--- src/rtl/interleaver_pingpong_ctrl.sv ---
// Ping-pong buffer between the interleaver core and the QPSK modulator.
// Permuted single-bit writes fill one bank while the other bank streams out
// in ascending address order.
module interleaver_pingpong_ctrl #(
  parameter int unsigned Ncbps = 192,
  parameter int unsigned IW    = $clog2(Ncbps)
) (
  input  logic          clk,
  input  logic          resetN,
  input  logic          in_valid,
  input  logic          in_data,
  input  logic [IW-1:0] in_index,
  output logic          ready_buffer,
  input  logic          out_ready,
  output logic          out_valid,
  output logic          out_data,
  output logic          out_first,
  output logic          out_last,
  output logic          err_index
);

  localparam logic [IW-1:0] LastIdx = IW'(Ncbps - 1);
  // One bit wider than the index so the range check also works when Ncbps == 2**IW.
  localparam logic [IW:0]   DepthW  = (IW + 1)'(Ncbps);

  logic [Ncbps-1:0] bank0_q, bank1_q;
  logic [1:0]       full_q, full_d;
  logic             wr_sel_q, wr_sel_d;
  logic             rd_sel_q, rd_sel_d;
  logic [IW-1:0]    wr_cnt_q, wr_cnt_d;
  logic [IW-1:0]    rd_cnt_q, rd_cnt_d;
  logic             err_q, err_d;

  logic wr_acc, idx_ok, wr_commit, wr_done;
  logic rd_acc, rd_done, rd_bit;

  // Handshake decode for both sides.
  always_comb begin
    ready_buffer = ~full_q[wr_sel_q];
    out_valid    = full_q[rd_sel_q];
    wr_acc       = in_valid & ready_buffer;
    idx_ok       = ({1'b0, in_index} < DepthW);
    wr_commit    = wr_acc & idx_ok;
    wr_done      = wr_commit & (wr_cnt_q == LastIdx);
    rd_acc       = out_valid & out_ready;
    rd_done      = rd_acc & (rd_cnt_q == LastIdx);
  end

  // Next-state for counters, bank selects, full flags and the sticky error.
  always_comb begin
    full_d   = full_q;
    wr_sel_d = wr_sel_q;
    rd_sel_d = rd_sel_q;
    wr_cnt_d = wr_cnt_q;
    rd_cnt_d = rd_cnt_q;
    err_d    = err_q | (wr_acc & ~idx_ok);
    if (wr_commit) begin
      wr_cnt_d = wr_done ? '0 : wr_cnt_q + IW'(1);
    end
    // Write and read completions always hit different banks, so both may land together.
    if (wr_done) begin
      full_d[wr_sel_q] = 1'b1;
      wr_sel_d         = ~wr_sel_q;
    end
    if (rd_acc) begin
      rd_cnt_d = rd_done ? '0 : rd_cnt_q + IW'(1);
    end
    if (rd_done) begin
      full_d[rd_sel_q] = 1'b0;
      rd_sel_d         = ~rd_sel_q;
    end
  end

  // Control state register.
  always_ff @(posedge clk or negedge resetN) begin
    if (!resetN) begin
      full_q   <= 2'b00;
      wr_sel_q <= 1'b0;
      rd_sel_q <= 1'b0;
      wr_cnt_q <= '0;
      rd_cnt_q <= '0;
      err_q    <= 1'b0;
    end else begin
      full_q   <= full_d;
      wr_sel_q <= wr_sel_d;
      rd_sel_q <= rd_sel_d;
      wr_cnt_q <= wr_cnt_d;
      rd_cnt_q <= rd_cnt_d;
      err_q    <= err_d;
    end
  end

  // Bank storage: scatter write of the accepted bit, contents deliberately not reset.
  always_ff @(posedge clk) begin
    for (int i = 0; i < int'(Ncbps); i++) begin
      if (wr_commit && (in_index == IW'(i))) begin
        if (wr_sel_q) begin
          bank1_q[i] <= in_data;
        end else begin
          bank0_q[i] <= in_data;
        end
      end
    end
  end

  // Read mux plus output framing; data is masked so it reads 0 when nothing is valid.
  always_comb begin
    rd_bit = 1'b0;
    for (int i = 0; i < int'(Ncbps); i++) begin
      if (rd_cnt_q == IW'(i)) begin
        rd_bit = rd_sel_q ? bank1_q[i] : bank0_q[i];
      end
    end
    out_data  = out_valid & rd_bit;
    out_first = out_valid & (rd_cnt_q == '0);
    out_last  = out_valid & (rd_cnt_q == LastIdx);
    err_index = err_q;
  end

endmodule

--- config.mk ---
export PLATFORM = sky130hd
export DESIGN_NAME = interleaver_pingpong_ctrl
export DESIGN_NICKNAME = d
export VERILOG_FILES = /design/src/rtl/interleaver_pingpong_ctrl.sv
export SDC_FILE = /design/constraint.sdc
export NUM_CORES = 1
export LEC_CHECK = 0
export ABC_AREA = 1
export CORE_MARGIN = 5
export CORE_UTILIZATION = 50
export CTS_CLUSTER_SIZE = 25
export DETAILED_ROUTE_END_ITERATION = 6
export PLACE_DENSITY = 0.66
export SETUP_SLACK_MARGIN = 0.5
export SYNTH_ARGS = -nofsm -noshare
export SYNTH_HDL_FRONTEND = slang
export SYNTH_SLANG_ARGS = --single-unit
--- constraint.sdc ---
create_clock -name clk -period 21.1 [get_ports clk]
set_input_delay 2.11 -clock clk [delete_from_list [all_inputs] [get_ports clk]]
set_output_delay 2.11 -clock clk [all_outputs]
set_load 0.1 [all_outputs]
==> flow_summary.toml <==
[sta]
hold_slack_ns = 0.4611
setup_ws_ns = 4.624
final-hold-violation-count = 0
setup_viol = 0
finalMaxSlewViolations = 0
skew_ns = 0.01411
setup_tns_ns = 0
fmax_ghz = 0.06069
fin_crit_ns = 16.48
slew_headroom = 0.1135
rsz0062_at_grt = "no"
post-route-period-util = 0.7808
worst_pin_slew_ns = 1.327

[routing]
wire_per_inst_microns = 25.00
first_iter_violations = 2548
ant_nets = 0
dr_total_vias = 17590
drc = 0
routed_wirelength_microns = 70080
drt_pre_antenna_iters = 6
viasPerCell = 6.275

[grt]
grt.total_usage = 0.3056
grt_overflow = 0
antenna_found_initial = 1
grt_max_degree = 195
grt_pass1_vias = 16510
grt_pass1_wl_microns = 104600

[pwr]
pwr-share-comb = 0.266
sequentialPowerShare = 0.394
vdd_ir_drop_max_mv = 0.08472
p_switching_mw = 0.8333
power.share.switching = 0.3560
p_total_mw = 2.340
p_leak_nw = 7.398
power-per-cell-area_nw_per_um2 = 103.1
clock_power_share = 0.339
internal_power_mw = 1.507

[synthesis]
ys_top_cells_by_area = "edfxtp_1 56%, nor3_1 9.7%, nand2_1 8.1%"
async_reset_ff_frac = 0.05185
ys_seq_area_frac = 0.5842
ys_warn_count = 0
yosysTopAreaCellShare = 0.5587
yosysTopAreaCell = "edfxtp_1"
synthFlopType = "edfxtp_1"
syn_inst = 2304
ys_types = 37
syn_area_per_cell_sq_um = 8.958
syn_nets = 2322
synth-edff-count = 384
yosys.cell_count.top_type = "nand2_1"
ys_top_cells_by_count = "444 x nand2_1, 400 x nor3_1, 384 x edfxtp_1"
ys_seq_elements = 405
netlist_area_sq_um = 20640

[place]
gp_congestion = 0.9632
dpl_worst_slack_ns = 5.500
dp_hpwl_microns = 41200
placed_cell_area_sq_um = 21230
portBuffers = 18

[cells_and_area]
multi_input_area_sq_um = 7079
drive_above_1_share = 0.08895
area_growth_pct = 9.985
register_area_sq_um = 12060
num-fill-cells = 3679
fin_nets = 2256
design_area_sq_um = 22700
diodes = 0

[critical_path]
critPathBufInv = 3
criticalPathCategory = "flop to output pin"
path_depth = 191
r2r_start = "wr_sel_q$_DFFE_PN0P_"
critPathTopFamily = "simple AND/OR/NAND/NOR gates"
path_common_cell = "nand2_1"
required_ns = 18.99
r2r-end = "bank0_q[150]$_DFFE_PP_"
crit_path_top_delay_cell = "clkdlybuf4s50_1"
path_max_fanout = 134
worst_path_largest_cell_delay_ns = 1.18
cp.arrival_ns = 14.37
ff2ff_setup_slack_ns = 16.17
startpoint_type = "flop"
endpoint_kind = "output pin"
reg2regPathDepth = 5

[floorplan]
die_y_microns = 213.2
die_w_microns = 213.2
die_area_sq_um = 45440
rows = 74
coreArea_sq_um = 40830
initial_core_util = 0.5055
ioPinCount = 19

[cts]
cts_sinks = 405
hold_buffers = 0
cts_tree = "done"
cts_buffers = 45
clk_pin_slew_ns = 0.06
cts-root-buf = "clkbuf_16"
cts_resized = 0
clockBufferDepth = 3
cts_setup_buffers = 0
clock_latency_ns = 0.57
cts.htree.levels = 2

[hold_path]
worst_hold_path.endpoint = "wr_cnt_q[6]$_DFFE_PN0P_"
hold_class = "flop to flop"
holdPathStages = 1
min-delay-start = "wr_cnt_q[7]$_DFFE_PN0P_"

[flow_run]
cap_violations = 0

[run_status]
status = "finished, final reports clean"
==> registers in the layout, indices dropped and copies added (netlist names) <==
name       flops
bank1_q      192
err_index      1
bank0_q      192
wr_sel_q       1
rd_sel_q       1
full_q         2
wr_cnt_q       8
rd_cnt_q       8
==> per-layer routing <==
| layer | GRT usage | vias up | part of all wire |
|---|---|---|---|
| met5 | 0 | - | 0 |
| met4 | 0.1094 | 0 | 0.038 |
| met3 | 0.05187 | 160 | 0.13 |
| met2 | 0.4645 | 1180 | 0.44 |
| met1 | 0.4473 | 8494 | 0.39 |
| li1 | - | 7754 | - |
==> power groups by stage <==
stage	Clock, mW	Sequential, mW	Combinational (mW)
finish	0.794	0.923	0.623
global route	0.830	0.925	0.674
CTS	0.799	0.923	0.608
detailed placement	0	0.940	0.606
global placement	0	0.938	0.597
floorplan	0	0.920	0.420
==> how the worst max path moves through the flow <==
stage | end | startpoint | slack (ns)
6_report | out_data | rd_sel_q$_DFFE_PN0P_ | 4.62
5_1_grt | out_data | rd_sel_q$_DFFE_PN0P_ | 2.93
4_1_cts | out_data | rd_sel_q$_DFFE_PN0P_ | 4.85
3_5_place_dp | out_data | rd_sel_q$_DFFE_PN0P_ | 5.50
3_3_place_gp | out_data | rd_sel_q$_DFFE_PN0P_ | 5.77
2_1_floorplan | out_data | rd_cnt_q[1]$_DFFE_PN0P_ | 8.27
==> worst register-to-register path, delay by kind of cell (launching register included) <==
kind | cells | cell delay, ns
and+or+nand+nor | 3 | 1.87
DFF | 1 | 0.75
AOI/OAI and AO/OA | 2 | 1.98
==> cells in the final DEF (no fill, tap or decap), types with 2 or more instances in the layout <==
| cell | Yosys | layout |
|---|---|---|
| nand2_1 | 444 | 440 |
| nor3_1 | 400 | 400 |
| edfxtp_1 | 384 | 384 |
| nor2_1 | 334 | 333 |
| inv_1 | 210 | 209 |
| o21ai_0 | 75 | 75 |
| buf_4 | 0 | 46 |
| clkbuf_16 | 0 | 45 |
| or2_2 | 31 | 31 |
| a31o_2 | 29 | 29 |
| nand4_1 | 23 | 23 |
| o41ai_1 | 23 | 23 |
| nand3_1 | 21 | 21 |
| o22ai_1 | 19 | 19 |
| o211ai_1 | 19 | 19 |
| dfrtp_1 | 21 | 19 |
| clkdlybuf4s50_1 | 0 | 17 |
| o32ai_1 | 15 | 15 |
| clkinv_1 | 2 | 14 |
| o2111ai_1 | 13 | 13 |
| inv_2 | 13 | 12 |
| a21oi_1 | 12 | 11 |
| nor2_2 | 6 | 7 |
| a31oi_1 | 7 | 7 |
| nand2_2 | 2 | 6 |
| ha_1 | 5 | 5 |
| bufinv_16 | 0 | 5 |
| clkbuf_1 | 161 | 5 |
| clkinv_2 | 0 | 5 |
| clkbuf_8 | 0 | 5 |
| mux2i_1 | 4 | 4 |
| xor2_1 | 4 | 4 |
| inv_6 | 0 | 2 |
| clkinvlp_4 | 0 | 2 |
| buf_12 | 0 | 2 |
| dfrtp_4 | 0 | 2 |
==> final cells by class <==
type                       instances  share of cell area
timing repair buffer              66             0.02514
clock buffer                      55             0.05347
sequential                       405              0.5315
clock inverter                    25             0.01108
multi-input combinational       1495              0.3119
tap                              532             0.02932
inverter                         225             0.03765
==> cells by family (layout without fill, tap and decap cells) <==
kind of cell             after synthesis  count (layout)  share of synthesized area
buffers and inverters                404             371                    0.07360
AND/OR/NAND/NOR                     1263            1263                     0.2631
multiplexers                           4               4                   0.001940
flip-flops                           405             405                     0.5842
AO/OA/AOI/OAI                        218             218                    0.07208
XOR/XNOR                               5               5                   0.002122
adder cells (fa/ha/maj)                5               5                   0.003031
==> per-stage QoR <==
stage,utilization,cells
floorplan,-,2304
global placement,0.5200,2723
detailed placement,0.5200,2723
CTS,0.5559,2803
global route,0.5559,2803
finish,0.5559,2803
No activity file was read; power rests on OpenSTA's default activity.
